<file path="src/rtl/ahb_decoder9.sv">
// AHB-Lite address decoder, data-phase response-mux select and default (error) slave.
// Latency: hsel combinational, resp_sel/default-slave outputs one cycle later; resp_sel holds while hready is low.
module ahb_decoder9 #(
    parameter int AW      = 32,
    parameter int REG_MSB = 31,
    parameter int REG_LSB = 28,
    parameter int NMAP    = 8
) (
    input  logic          hclk,
    input  logic          hresetn,
    input  logic [AW-1:0] haddr,
    input  logic [1:0]    htrans,
    input  logic          hready,
    output logic [8:0]    hsel,
    output logic [8:0]    resp_sel,
    output logic          def_hreadyout,
    output logic          def_hresp
);

    localparam int RW = REG_MSB - REG_LSB + 1;
    localparam logic [RW-1:0] NMAP_R = RW'(NMAP);

    typedef enum logic [1:0] {
        S_IDLE = 2'd0,
        S_ERR1 = 2'd1,
        S_ERR2 = 2'd2
    } state_t;

    logic [RW-1:0] region;
    logic          acc;
    logic          unused_in;
    state_t        state_q;
    state_t        state_d;
    logic          hreadyout_d;
    logic          hresp_d;

    assign region    = haddr[REG_MSB:REG_LSB];
    assign unused_in = ^{haddr, htrans[0]};

    // region < NMAP <= 8 guarantees the low three bits carry the whole slave index
    always_comb begin
        hsel = '0;
        if (region < NMAP_R) begin
            hsel[{1'b0, region[2:0]}] = 1'b1;
        end else begin
            hsel[8] = 1'b1;
        end
    end

    always_ff @(posedge hclk or negedge hresetn) begin
        if (!hresetn) begin
            resp_sel <= 9'h100;
        end else if (hready) begin
            resp_sel <= hsel;
        end
    end

    assign acc = hsel[8] & hready & htrans[1];

    always_comb begin
        state_d     = state_q;
        hreadyout_d = 1'b1;
        hresp_d     = 1'b0;
        case (state_q)
            S_IDLE: begin
                if (acc) begin
                    state_d = S_ERR1;
                end
            end
            S_ERR1: begin
                state_d = S_ERR2;
            end
            S_ERR2: begin
                state_d = acc ? S_ERR1 : S_IDLE;
            end
            default: begin
                state_d = S_IDLE;
            end
        endcase
        // outputs are decoded from the next state so they leave a flop
        case (state_d)
            S_ERR1: begin
                hreadyout_d = 1'b0;
                hresp_d     = 1'b1;
            end
            S_ERR2: begin
                hreadyout_d = 1'b1;
                hresp_d     = 1'b1;
            end
            default: begin
                hreadyout_d = 1'b1;
                hresp_d     = 1'b0;
            end
        endcase
    end

    always_ff @(posedge hclk or negedge hresetn) begin
        if (!hresetn) begin
            state_q       <= S_IDLE;
            def_hreadyout <= 1'b1;
            def_hresp     <= 1'b0;
        end else begin
            state_q       <= state_d;
            def_hreadyout <= hreadyout_d;
            def_hresp     <= hresp_d;
        end
    end

endmodule

</file>
<file path="config.mk">
export PLATFORM = sky130hd
export DESIGN_NAME = ahb_decoder9
export DESIGN_NICKNAME = d
export VERILOG_FILES = /design/src/rtl/ahb_decoder9.sv
export SDC_FILE = /design/constraint.sdc
export NUM_CORES = 1
export LEC_CHECK = 0
export ABC_AREA = 1
export ABC_CLOCK_PERIOD_IN_PS = 1300
export BUFFER_PORTS_ARGS = -buffer_cell sky130_fd_sc_hd__buf_2
export CAP_MARGIN = 20
export CORE_AREA = 2 2 45 47
export DETAILED_ROUTE_END_ITERATION = 8
export DIE_AREA = 0 0 47 49
export GPL_TIMING_DRIVEN = 1
export PLACE_DENSITY = 0.86
export SLEW_MARGIN = 20
export SYNTH_ARGS = -nofsm -noshare
export SYNTH_HDL_FRONTEND = slang
export SYNTH_SLANG_ARGS = --single-unit
</file>
<file path="constraint.sdc">
create_clock -name hclk -period 1.3 [get_ports hclk]
set_clock_uncertainty 0.05 [all_clocks]
set_input_delay 0.065 -clock hclk [delete_from_list [all_inputs] [get_ports hclk]]
set_output_delay 0.065 -clock hclk [all_outputs]
set_load 0.05 [all_outputs]
</file>
==> impl_metrics.py <==
metrics = {
    "outcome": {
        "run_status": "completed",
    },
    "placement": {
        "detailedPlacementHpwl_um": 1040,
        "placement.io_buffers": 27,
        "finalWeightedCongestion": 0.744,
    },
    "sta": {
        "fmax_mhz": 855,
        "max-slew-margin-rel": 0.805,
        "slew_violations": 0,
        "finalSetupViolCount": 0,
        "setup-tns-final_ns": 0,
        "rsz_0062_raised_after_global_routing": "no",
        "finalHoldWorstSlack_ns": 0.00792,
        "hold_viol": 0,
        "post-route-period-util": 0.899,
        "tightest_slew_ns": 0.293,
        "fin_crit_ns": 1.17,
    },
    "logic_synthesis": {
        "yosys-top-cells-area": "sky130_fd_sc_hd__dfrtp_1 (47%), sky130_fd_sc_hd__nand2_1 (13%), sky130_fd_sc_hd__dfstp_2 (8.9%), sky130_fd_sc_hd__nor2_1 (7.0%), sky130_fd_sc_hd__nand3_1 (6.8%)",
        "avgSynthCellArea_um2": 7.98,
        "synthAdderAreaFrac": 0.0212,
        "syn-num-nets": 112,
        "syn_inst": 74,
        "yosys_register_bits": 13,
        "post_synthesis_mux_area_share": 0,
        "synth_top_family_by_area": "simple AND/OR/NAND/NOR gates",
        "synth_compound_gate_area_share": 0,
        "synth_simple_gate_area_frac": 0.314,
        "post_synth_xor_area_fraction": 0,
        "synth.yosys.seq_area_share": 0.555,
        "synth.top_cell.area_share": 0.466,
        "synth_top_cell_by_area": "sky130_fd_sc_hd__dfrtp_1",
        "synth.lib_cells_used.distinct": 11,
        "ys_warn_count": 0,
        "netlist_area_pre_place_um2": 591,
    },
    "global_routing": {
        "globalRoute.totalOverflow": 0,
        "via_count_of_the_first_global_routing_pass": 523,
        "wire_length_of_the_first_global_routing_pass_um": 2130,
        "number_of_antenna_violations_at_the_first_check_in_global_routing": 0,
        "global_route.usage.total": 0.128,
        "maximum_number_of_pins_on_one_net_before_global_route_repair": 14,
    },
    "final_layout": {
        "area_growth_syn_to_layout_pct": 34.3,
        "drive_gt1_frac": 0.390,
        "layout.cells.most_common": "sky130_fd_sc_hd__buf_2",
        "most-common-layout-cells": "sky130_fd_sc_hd__buf_2 (27), sky130_fd_sc_hd__nand2_1 (21), sky130_fd_sc_hd__nor2_1 (11), sky130_fd_sc_hd__dfrtp_1 (11), sky130_fd_sc_hd__inv_1 (9)",
        "filler_cell_count": 216,
        "finalNetCount": 144,
        "n_antenna_cell": 0,
    },
    "worst_setup_path": {
        "cp_slowest_cell": "sky130_fd_sc_hd__dfstp_2",
        "cp_data_arrival_time_ns": 1.05,
        "cp-startpoint": "resp_sel[8]$_DFFE_PN1P_",
        "crit-reg2reg-launch": "state_q[0]$_DFF_PN0_",
        "cpLargestDelayFamily": "flip-flops",
        "cp_max_fo": 2,
        "setup.reg_to_reg.worst_slack_ns": 0.28,
        "critPathLaunchType": "flop",
        "criticalPathCategory": "reg -> out",
        "cp_cell_sequence": "buf_2",
        "crit_path_max_incr_delay_ns": 0.53,
        "worst-endpoint-required_ns": 1.19,
        "worstPathBufferInverterCount": 1,
        "timing.critical_path.to_type": "output pin",
    },
    "routing": {
        "via_per_inst": 4.11,
        "detail-route-antenna-nets": 0,
        "detail_route.wl_per_cell_um": 9.80,
        "number_of_vias_in_the_routed_layout": 542,
        "drt_iter0_drcs": 9,
        "drc": 0,
        "wire_length_after_detailed_routing_um": 1290,
        "dr.pass1.iters": 4,
    },
    "clocking": {
        "level_count_of_the_clock_h_tree": 1,
        "tritoncts": "built",
        "clk_pin_slew_ns": 0.07,
        "cts_max_path_buffers": 2,
        "cts-buffers-inserted": 3,
        "clk-insertion-delay-late_ns": 0.27,
        "number_of_post_cts_setup_repair_buffers": 0,
        "cts-root-buf": "sky130_fd_sc_hd__clkbuf_4",
        "cts.sinks": 13,
    },
    "min_path": {
        "worst_hold_startpoint": "haddr[31]",
        "hold_class": "in -> reg",
    },
    "floorplanning": {
        "boundaryPins": 57,
        "fp.dieArea_mm2": 0.00230,
        "fp.dieH_um": 49,
        "placement_rows": 16,
        "die-width_um": 47,
        "floorplan.core_area_mm2": 0.00184,
        "start_util": 0.321,
    },
    "pwr": {
        "leakage_nw": 0.491,
        "power_per_cell_area_mw_per_mm2": 1090,
        "vdd_ir_drop_max_mv": 0.632,
    },
    "job": {
        "max_cap_violations": 0,
    },
}
[layer usage]
metal	vias to the layer above	wire, um	track usage
li1	279	-	-
met1	241	524	0.152
met2	20	659	0.201
met3	2	103	0.0333
met4	0	6	0.0694
met5	-	0	0
[power breakdown]
group	switching (mW)	leakage, nW	internal, mW
combinational	0.148	0.305	0.0436
sequential	0.00690	0.171	0.425
clock	0.123	0.0150	0.119
total	0.277	0.491	0.587
[state kept, by name (all words and copies together) (netlist names)]
name and count:
state_q 2, def_hreadyout 1, resp_sel 9, def_hresp 1
[worst register-to-register path, delay by kind of cell, from the launching register on]
kind          cells  cell delay (ns)
fa+ha+maj         1             0.25
buf+inv           2             0.13
flops             1             0.37
simple gates      2             0.18
[what timing repair did]
action                    4_1_cts  5_1_grt
gates resized for setup         0        0
hold endpoints to repair       14        0
hold buffers                    2        0
[stage by stage]
stage | instance area [um^2] | total power [mW] | instances | util | setup slack (ns)
6_report | 793 | 0.864 | 132 | 0.431 | 0.131
5_1_grt | 793 | 0.913 | 132 | 0.431 | 0.0871
4_1_cts | 793 | 0.874 | 132 | 0.431 | 0.117
3_5_place_dp | 747 | 0.628 | 126 | 0.406 | 0.290
3_3_place_gp | 747 | 0.623 | 126 | 0.406 | 0.317
2_1_floorplan | 591 | 0.574 | 74 | - | 0.219
[final timing paths]
path | to | cells past startpoint
hold / removal | resp_sel[8]$_DFFE_PN1P_ | 3
setup / recovery | resp_sel[8] | 1
min in group asynchronous | resp_sel[6]$_DFFE_PN0P_ | 2
max in group asynchronous | resp_sel[8]$_DFFE_PN1P_ | 2
setup reg to reg | def_hresp$_DFF_PN0_ | 5
hold reg to reg | state_q[1]$_DFF_PN0_ | 1
[logic make-up (layout without fill, tap and decap cells)]
kind of cell	after synthesis	count (layout)
adder cells (fa/ha/maj)	1	1
buffers and inverters	16	47
flip-flops	13	13
AND/OR/NAND/NOR	44	44
[layout make-up]
type                            count  area [um^2]  share of cell area
Inverter                           14         52.6              0.0662
Tap cell                           27         33.8              0.0426
Sequential cell                    13          328               0.413
Clock buffer                        4         26.3              0.0331
Multi-Input combinational cell     45          198               0.249
Timing Repair Buffer               29          155               0.196
[cells in the mapped netlist]
| library cell | number |
|---|---|
| sky130_fd_sc_hd__nand3_1 | 8 |
| sky130_fd_sc_hd__ha_1 | 1 |
| sky130_fd_sc_hd__nor2_2 | 4 |
| sky130_fd_sc_hd__buf_4 | 1 |
| sky130_fd_sc_hd__nor2_1 | 11 |
| sky130_fd_sc_hd__inv_2 | 5 |
| sky130_fd_sc_hd__nand2_1 | 21 |
| sky130_fd_sc_hd__dfstp_2 | 2 |
| sky130_fd_sc_hd__buf_2 | 1 |
| sky130_fd_sc_hd__inv_1 | 9 |
| sky130_fd_sc_hd__dfrtp_1 | 11 |
Note: power is estimated with default switching activity, not from simulation.
